**src/rtl/video_prefetch.sv**
```systemverilog
// Scanline prefetcher: streams a frame from SDRAM into a show-ahead pixel FIFO.
// Optional sticky underflow flag is enabled with `define VIDEO_PREFETCH_UNDERFLOW_EN.
module video_prefetch #(
    parameter int unsigned WORDS_PER_LINE = 160,
    parameter int unsigned LINES          = 480,
    parameter int unsigned FIFO_DEPTH     = 64
) (
    input  logic        clk,
    input  logic        reset,
    input  logic        frameStart,
    input  logic [20:0] frameBase,
    output logic        videoChipEnable,
    output logic        videoRead,
    output logic [20:0] videoAddress,
    input  logic        videoWaitRequest,
    input  logic        videoReadValid,
    input  logic [31:0] videoDataIn,
    input  logic        pixelReq,
    output logic [31:0] pixelData,
    output logic        pixelValid,
    output logic        underflow
);

    localparam int unsigned TOTAL = WORDS_PER_LINE * LINES;
    localparam int unsigned IW    = $clog2(TOTAL + 1);
    localparam int unsigned PW    = $clog2(FIFO_DEPTH);
    localparam int unsigned CW    = PW + 1;
    localparam logic [CW:0] DEPTH_L = (CW + 1)'(FIFO_DEPTH);

    typedef enum logic [1:0] {IDLE, FETCH, FLUSH, DONE} state_t;

    state_t          r_state;
    logic [20:0]     r_base;
    logic [IW-1:0]   r_issued;
    logic [CW-1:0]   r_outstanding;
    logic [CW-1:0]   r_count;
    logic [PW-1:0]   r_wptr;
    logic [PW-1:0]   r_rptr;
    logic            r_read;
    logic [20:0]     r_addr;
    logic [31:0]     r_mem [FIFO_DEPTH];

    logic            w_acc;
    logic            w_ret;
    logic            w_push;
    logic            w_pop;
    logic            w_hold;
    logic            w_room;
    logic [CW-1:0]   w_out_n;
    logic [CW-1:0]   w_cnt_n;
    logic [IW-1:0]   w_iss_n;
    logic [CW:0]     w_reserved;
    logic [20:0]     w_next_addr;

    assign w_acc       = r_read & ~videoWaitRequest;
    assign w_hold      = r_read & videoWaitRequest;
    // Returns are only meaningful while reads are in flight; anything else is stale.
    assign w_ret       = videoReadValid & (r_outstanding != '0) & (r_state != IDLE);
    assign w_push      = w_ret & ((r_state == FETCH) | (r_state == DONE));
    assign w_pop       = pixelReq & (r_count != '0);
    assign w_out_n     = r_outstanding + CW'(w_acc) - CW'(w_ret);
    assign w_cnt_n     = r_count + CW'(w_push) - CW'(w_pop);
    assign w_iss_n     = r_issued + IW'(w_acc);
    // FIFO slots already claimed by stored words plus reads in flight.
    assign w_reserved  = {1'b0, w_cnt_n} + {1'b0, w_out_n};
    assign w_room      = w_reserved < DEPTH_L;
    assign w_next_addr = r_base + 21'(w_iss_n);

    assign videoRead       = r_read;
    assign videoChipEnable = r_read;
    assign videoAddress    = r_addr;
    assign pixelValid      = (r_count != '0);
    assign pixelData       = (r_count != '0) ? r_mem[r_rptr] : 32'h0;

    always_ff @(posedge clk) begin
        if (w_push) begin
            r_mem[r_wptr] <= videoDataIn;
        end
    end

    always_ff @(posedge clk or negedge reset) begin
        if (!reset) begin
            r_state       <= IDLE;
            r_base        <= '0;
            r_issued      <= '0;
            r_outstanding <= '0;
            r_count       <= '0;
            r_wptr        <= '0;
            r_rptr        <= '0;
            r_read        <= 1'b0;
            r_addr        <= '0;
        end else begin
            r_outstanding <= w_out_n;
            r_issued      <= w_iss_n;
            r_count       <= w_cnt_n;
            if (w_push) r_wptr <= r_wptr + PW'(1);
            if (w_pop)  r_rptr <= r_rptr + PW'(1);

            unique case (r_state)
                IDLE: begin
                    r_read <= 1'b0;
                    if (frameStart) begin
                        r_base   <= frameBase;
                        r_issued <= '0;
                        r_count  <= '0;
                        r_wptr   <= '0;
                        r_rptr   <= '0;
                        r_state  <= FETCH;
                    end
                end
                FETCH: begin
                    if (frameStart) begin
                        r_base   <= frameBase;
                        r_issued <= '0;
                        r_count  <= '0;
                        r_wptr   <= '0;
                        r_rptr   <= '0;
                        r_read   <= w_hold;
                        r_state  <= ((w_out_n != '0) || w_hold) ? FLUSH : FETCH;
                    end else if (!w_hold) begin
                        if (w_iss_n == IW'(TOTAL)) begin
                            r_read  <= 1'b0;
                            r_state <= DONE;
                        end else if (w_room) begin
                            r_read <= 1'b1;
                            r_addr <= w_next_addr;
                        end else begin
                            r_read <= 1'b0;
                        end
                    end
                end
                FLUSH: begin
                    if (w_acc) r_read <= 1'b0;
                    if (frameStart) begin
                        r_base <= frameBase;
                    end else if ((w_out_n == '0) && !r_read) begin
                        r_issued <= '0;
                        r_count  <= '0;
                        r_wptr   <= '0;
                        r_rptr   <= '0;
                        r_state  <= FETCH;
                    end
                end
                DONE: begin
                    r_read <= 1'b0;
                    if (frameStart) begin
                        r_base   <= frameBase;
                        r_issued <= '0;
                        r_count  <= '0;
                        r_wptr   <= '0;
                        r_rptr   <= '0;
                        r_state  <= (w_out_n != '0) ? FLUSH : FETCH;
                    end
                end
                default: r_state <= IDLE;
            endcase
        end
    end

`ifdef VIDEO_PREFETCH_UNDERFLOW_EN
    logic r_underflow;

    always_ff @(posedge clk or negedge reset) begin
        if (!reset) begin
            r_underflow <= 1'b0;
        end else if (frameStart) begin
            r_underflow <= 1'b0;
        end else if (pixelReq && (r_count == '0)) begin
            r_underflow <= 1'b1;
        end
    end

    assign underflow = r_underflow;
`else
    assign underflow = 1'b0;
`endif

endmodule

```
**config.mk**
```make
export PLATFORM = sky130hd
export DESIGN_NAME = video_prefetch
export DESIGN_NICKNAME = d
export VERILOG_FILES = /design/src/rtl/video_prefetch.sv
export SDC_FILE = /design/constraint.sdc
export NUM_CORES = 2
export LEC_CHECK = 0
export BUFFER_PORTS_ARGS = -buffer_cell sky130_fd_sc_hd__buf_2
export CAP_MARGIN = 10
export CORE_ASPECT_RATIO = 1.4
export CORE_MARGIN = 3
export CORE_UTILIZATION = 52
export DETAILED_ROUTE_END_ITERATION = 7
export GPL_ROUTABILITY_DRIVEN = 0
export PLACE_DENSITY_LB_ADDON = 0.08
export SLEW_MARGIN = 15
export SYNTH_ARGS = -nofsm -noshare
export SYNTH_HDL_FRONTEND = slang
export SYNTH_SLANG_ARGS = --single-unit
```
**constraint.sdc**
```tcl
create_clock -name clk -period 13.5 [get_ports clk]
set_input_delay 1.35 -clock clk [delete_from_list [all_inputs] [get_ports clk]]
set_output_delay 1.35 -clock clk [all_outputs]
set_load 0.05 [all_outputs]
```
**Word level (Yosys, flattened, before mapping)**

Memory sizes are Yosys's and may differ from the RTL's.
Index checks and enable logic that the tools add are counted.

- Add/subtract/negate cells: 9
- Magnitude comparators: 1
- Equal/unequal tests: 12
- Muxes and demuxes: 39
- Bitwise operators: 11
- Reductions and logical operators: 15

Operator list:

| operator | number |
|---|---|
| two-way mux 17 bit | 3 |
| two-way mux 6 bit | 8 |
| two-way mux 21 bit | 2 |
| one-hot mux 17 bit (2 select lines) | 1 |
| two-way mux 32 bit | 1 |
| one-hot mux 6 bit (2 select lines) | 2 |
| adder 21 x 17 -> 21 bit | 1 |
| two-way mux 7 bit | 3 |
| nonzero test 7 bit | 3 |
| two-way mux 2 bit | 9 |
| adder 17 x 1 -> 17 bit | 1 |
| equality test 17 bit (second input constant) | 1 |
| adder 7 x 1 -> 7 bit | 2 |
| one-hot mux 7 bit (2 select lines) | 1 |
| subtractor 7 x 1 -> 7 bit | 2 |
| adder 6 x 1 -> 6 bit (second input constant) | 2 |
| != test 2 bit (second input constant) | 5 |
| adder 7 x 7 -> 8 bit | 1 |
| less-than comparator 8 x 7 -> 1 bit (second input constant) | 1 |
| one-hot mux 2 bit (4 select lines) | 1 |
| zero test 7 bit | 1 |
| two-way mux 1 bit | 7 |
| AND 1 bit | 6 |
| AND reduction 6 bit | 1 |
| other kinds (18) | 22 |

- Bits in registers: 88
- RAM bits: 2048
- Input bits: 59
- Output and inout port bits: 57
- Memories: 1

Memory list:

| name | depth | width | rd ports | clocked after Yosys merged registers in | wr ports | RTL line | text |
|---|---|---|---|---|---|---|---|
| r_mem | 64 | 32 | 1 | 0 | 1 | 41 | `logic [31:0] r_mem [FIFO_DEPTH];` |

**Longest topological paths before layout**

- Depth in word-level cells: 13
- Depth in mapped cells: 25
- Gate-level depth less buffers: 22

**Worst setup path after synthesis**

No wires, ideal clock.

- Path type: input to register
- Start: in videoReadValid
- End: reg r_addr[10] (netlist: videoAddress[10])
- Setup time: 0.125 ns
- Data arrival time: 5.030 ns
- Required time: 13.375 ns
- Path slack: 8.345 ns
- Cell stages on the path: 23
- Path buffers: 3
- Cells stage by stage: o21ai_0 > a21oi_1 > and2_1 > clkbuf_1 > inv_1 > ha_1 > inv_1 > ha_1 > inv_1 > fa_1 > nand2b_1 > a21oi_1 > o21ai_0 > a21oi_1 > nor2_1 > xnor2_1 > ha_1 > nor3_1 > and4_1 > and2_1 > buf_6 > buf_8 > mux2_4

- Longest elaborated chain between the ends: 8
- Elaborated cells on any way between the ends: 9

Ends and longest elaborated chain:

| element | RTL line | text |
|---|---|---|
| start, declared | 16 | `input logic videoReadValid,` |
| AND 1 bit * (2 in series) | 58 | `assign w_ret = videoReadValid & (r_outstanding != '0) & (r_state != IDLE);` |
| AND 1 bit | 59 | `assign w_push = w_ret & ((r_state == FETCH) \| (r_state == DONE));` |
| adder 7 x 1 -> 7 bit | 62 | `assign w_cnt_n = r_count + CW'(w_push) - CW'(w_pop);` |
| subtractor 7 x 1 -> 7 bit | 62 |  |
| adder 7 x 7 -> 8 bit * | 65 | `assign w_reserved = {1'b0, w_cnt_n} + {1'b0, w_out_n};` |
| less-than comparator 8 x 7 -> 1 bit * | 66 | `assign w_room = w_reserved < DEPTH_L;` |
| AND reduction 5 bit (no line) * | -- |  |
| end signal, assigned | 126 | `r_addr <= w_next_addr;` |
| end, declared | 40 | `logic [20:0] r_addr;` |

Every way passes the cells marked *; elsewhere a longest branch is shown, timed or not.
A chain may end at the register's enable or synchronous reset.

**Worst setup path after layout**

- Start: reg r_rptr[0]
- End: out pixelData[25]

- Longest elaborated chain between the ends: 2

Ends and longest elaborated chain:

| element | RTL line | text |
|---|---|---|
| start, declared | 38 | `logic [PW-1:0] r_rptr;` |
| start signal, assigned | 97 | `if (w_pop) r_rptr <= r_rptr + PW'(1);` |
| memory read (64 x 32 bit) | -- |  |
| two-way mux 32 bit | 73 | `assign pixelData = (r_count != '0) ? r_mem[r_rptr] : 32'h0;` |
| end, declared | 19 | `output logic [31:0] pixelData,` |

Every way passes these cells.

==> out/metrics.csv <==
metric;value;unit
main combinational cell family by area after synthesis;multiplexers;
most frequent cell after synthesis;edfxtp_1;
reg2reg setup slack;8.18;ns
Lkg Pwr;29.65;nW
clock root cell;clkbuf_16;
final hold vios;0;
synthesized instance count;4385;
worst-path cell chain;buf_12, buf_4, mux2i_1, o221ai_1, o22ai_1, a211oi_1, a21oi_1, a211oi_1, buf_2;
Comb power frac;24.0;%
global-route total usage across every layer;26.55;%
DRC errors left;0;
IO Port Bufs;114;
Synth Cell Area;84290;µm²
Fmax;137.3;MHz
initial antenna violation count;12;
Pint;0.01179;W
total number of vias;43547;
vias in the first global route;43653;
Yosys reg bits;2136;
Synth area leaders;edfxtp_1 (73%), mux4_2 (7.6%), mux2i_1 (5.7%);
Async SR Flop Fraction;4.120;%
Post-synth top flop;edfxtp_1;
Fin Hold WS;0.4819;ns
Total Die Area;167000;µm²
dpl ws;7.094;ns
Final Routed Wirelength;221.3;mm
Reg2Reg Depth;22;
Worst-path clk slew;0.06;ns
CP delay by family, top;compound AO/OA/AOI/OAI gates;
Crit. End Element;output pin;
Crit Path Class;flop to output pin;
row count;174;
Simple-Gate Fraction of Synth Area;2.345;%
Post-Route Setup TNS;0;ns
Antenna Nets Post-Route;0;
Synth cell types;73;
Sw Pwr;0.004912;W
CP peak stage delay;1.11;ns
post_cts resized;0;
cts bufs inserted;194;
largest net degree at the start of global routing;104;
Final min period;7.282;ns
Compound-Gate Fraction of Synth Area;5.527;%
post-layout net count;4659;
CP max FO;82;
layout cell share with drive strength beyond 1;18.93;%
largest area contributor in the netlist;edfxtp_1;
top cell type's share of synthesized area;72.96;%
Buffers & Inverters on Critical Path;3;
required time worst endpoint;12.15;ns
Worst setup SP type;flop;
Die X;346.3;µm
RSZ-0062 raised after global routing;false;
clk_lat worst skew;0.82;ns
Core ar.;160900;µm²
RR Startpoint;r_count[2];
hold-fix buffers at CTS;0;
clk sinks;2136;
first-pass GRT wire length;315.9;mm
Critical Path End;pixelData[25];
final setup violating endpoints;0;
power share of the clock group;31.1;%
1st-iter DRT viols;4350;
HP Class;input pin to asynchronous set/reset pin;
# Max-Cap Violations;0;
Synth Area in XOR/XNOR;0.4572;%
Switching Fraction;29.41;%
# H-tree levels;4;
EDFF count, synth;2048;
adder-cell share of the synthesized area;0.7393;%
Worst slew margin;13.81;%
first-pass detailed-route iteration total;5;
postcts setup bufs;0;
Synth Warn #;0;
CTS Buffer Depth;3;
period utilization;53.94;%
crit path from;r_rptr[0];
critical path depth in cells;9;
arrival time at the worst endpoint;5.93;ns
Synthesized Nets;4492;
global route overflow;0;
Pwr per Cell Area;178.1;nW/µm²
DP HPWL;112.4;mm
Die Span Y;482.4;µm
Worst-Margin Slew;1.285;ns
Vias/cell;6.381;
CP max stage cell;a211oi_1;
status;finished, final reports clean;
P&R area growth vs syn;11.27;%
multiplexer share of the synthesized area;13.82;%
Worst Setup Slack, final;6.218;ns
CTS tree;done;
Max Clock Skew;0.01476;ns
Wirelength per Cell;32.43;µm
peak supply drop;0.1961;mV
# IOs;116;
Post-synth top cells;edfxtp_1 (2048), mux2i_1 (477), mux4_2 (283);
post-synthesis sequential area ratio;75.58;%
Initial Util;52.39;%
mean cell area of the mapped netlist;19.22;µm²
Final Max Tran Viols;0;
Sequential Power Share;44.9;%
Reg-to-Reg End;videoAddress[0];
cell mode on critical path;a211oi_1;
## layout make-up
type / instances / area (µm²)
Antenna cell: 4 / 10.01
Timing Repair Buffer: 236 / 1599
Fill cell: 11861 / 67100
Sequential cell: 2136 / 63720
Clock buffer: 251 / 5142
Tap cell: 2112 / 2643
Clock inverter: 101 / 738.2
Inverter: 35 / 136.4
Multi-Input combinational cell: 1949 / 19790
## power by group through the flow
stage | clock network, W | logic (W) | registers [W]
6_report | 0.00519 | 0.00401 | 0.00750
5_1_grt | 0.00554 | 0.00428 | 0.00751
4_1_cts | 0.00529 | 0.00406 | 0.00750
3_5_place_dp | 0 | 0.00405 | 0.00764
3_3_place_gp | 0 | 0.00402 | 0.00764
2_1_floorplan | 0 | 0.00286 | 0.00766
## layout by cell type, fill, tap and decap left out, types with 9 or more instances in the layout
cell type	count
dfrtp_1	82
a211oi_1	122
mux2_2	21
nand4_1	11
xnor2_1	28
o21ai_0	12
clkbuf_1	53
buf_2	104
nand2b_1	9
o22ai_1	116
xor2_1	16
ha_1	45
inv_1	32
nand3_1	16
clkinv_1	52
mux2i_1	477
edfxtp_1	2048
mux4_2	283
nor2_4	64
nor3_1	43
and3_1	28
clkbuf_16	197
mux2_4	16
a21oi_1	107
nand2_1	148
nor2_1	46
buf_4	125
clkinv_2	26
o221ai_1	236
## how the worst min path moves through the flow
stage / to / start / depth (start not counted) / slack [ns]
6_report: r_issued[8] / reset / 1 / 0.48
2_1_floorplan: r_base[0] / r_base[0] / 1 / 0.49
3_5_place_dp: videoAddress[0] / videoAddress[0] / 1 / 0.48
4_1_cts: r_issued[9] / reset / 1 / 0.44
3_3_place_gp: videoAddress[0] / videoAddress[0] / 1 / 0.47
5_1_grt: r_issued[9] / reset / 1 / 0.49
## kinds of logic after synthesis
family                   count (synthesis)
XOR/XNOR                                44
AND/OR/NAND/NOR                        419
adder cells (fa/ha/maj)                 48
flip-flops                            2136
AO/OA/AOI/OAI                          638
buffers and inverters                  300
multiplexers                           799
other                                    1
## flip-flops by register name (all words and copies together), names as in the netlist, 6 cells and up
name,count
r_base,21
r_issued,17
r_outstanding,7
videoAddress,21
r_wptr,6
r_rptr,6
r_count,7
r_mem,2048
## layer usage
layer | routed length, µm | GRT usage (%) | part of all wire (%) | vias to the layer above
li1 | - | - | - | 18527
met1 | 85880 | 34.45 | 39 | 23150
met2 | 114500 | 46.54 | 52 | 1553
met3 | 13950 | 3.694 | 6.3 | 309
met4 | 6955 | 8.730 | 3.1 | 8
met5 | 46 | 0 | 0.021 | -
## metrics by stage
| stage | power (W) | util (%) | instances | instance area, µm² |
|---|---|---|---|---|
| after global placement | 0.01166 | 54.60 | 6467 | 87850 |
| after detailed placement | 0.01169 | 54.60 | 6467 | 87850 |
| after global routing | 0.01733 | 58.29 | 6821 | 93780 |
| final | 0.01670 | 58.29 | 6824 | 93780 |
| after CTS | 0.01685 | 58.26 | 6819 | 93730 |
| after floorplan | 0.01052 | - | 4385 | 84290 |
## worst reg2reg max path, cell delays in order (launching register included)
cell and delay (ns):
dfrtp_1 0.35, inv_1 0.06, ha_1 0.19, and4b_2 0.23, buf_4 0.26, nor2b_1 0.49, ha_1 0.34, inv_1 0.05
ha_1 0.15, inv_1 0.06, fa_1 0.42, nand2b_1 0.16, a21oi_1 0.19, o21ai_0 0.10, a21oi_1 0.16, nor2_1 0.06
xnor2_1 0.27, ha_1 0.29, nor3_1 0.14, and4_1 0.30, and2_1 0.19, buf_4 0.35, mux2_1 0.38
(Power assumes the default switching activity.)
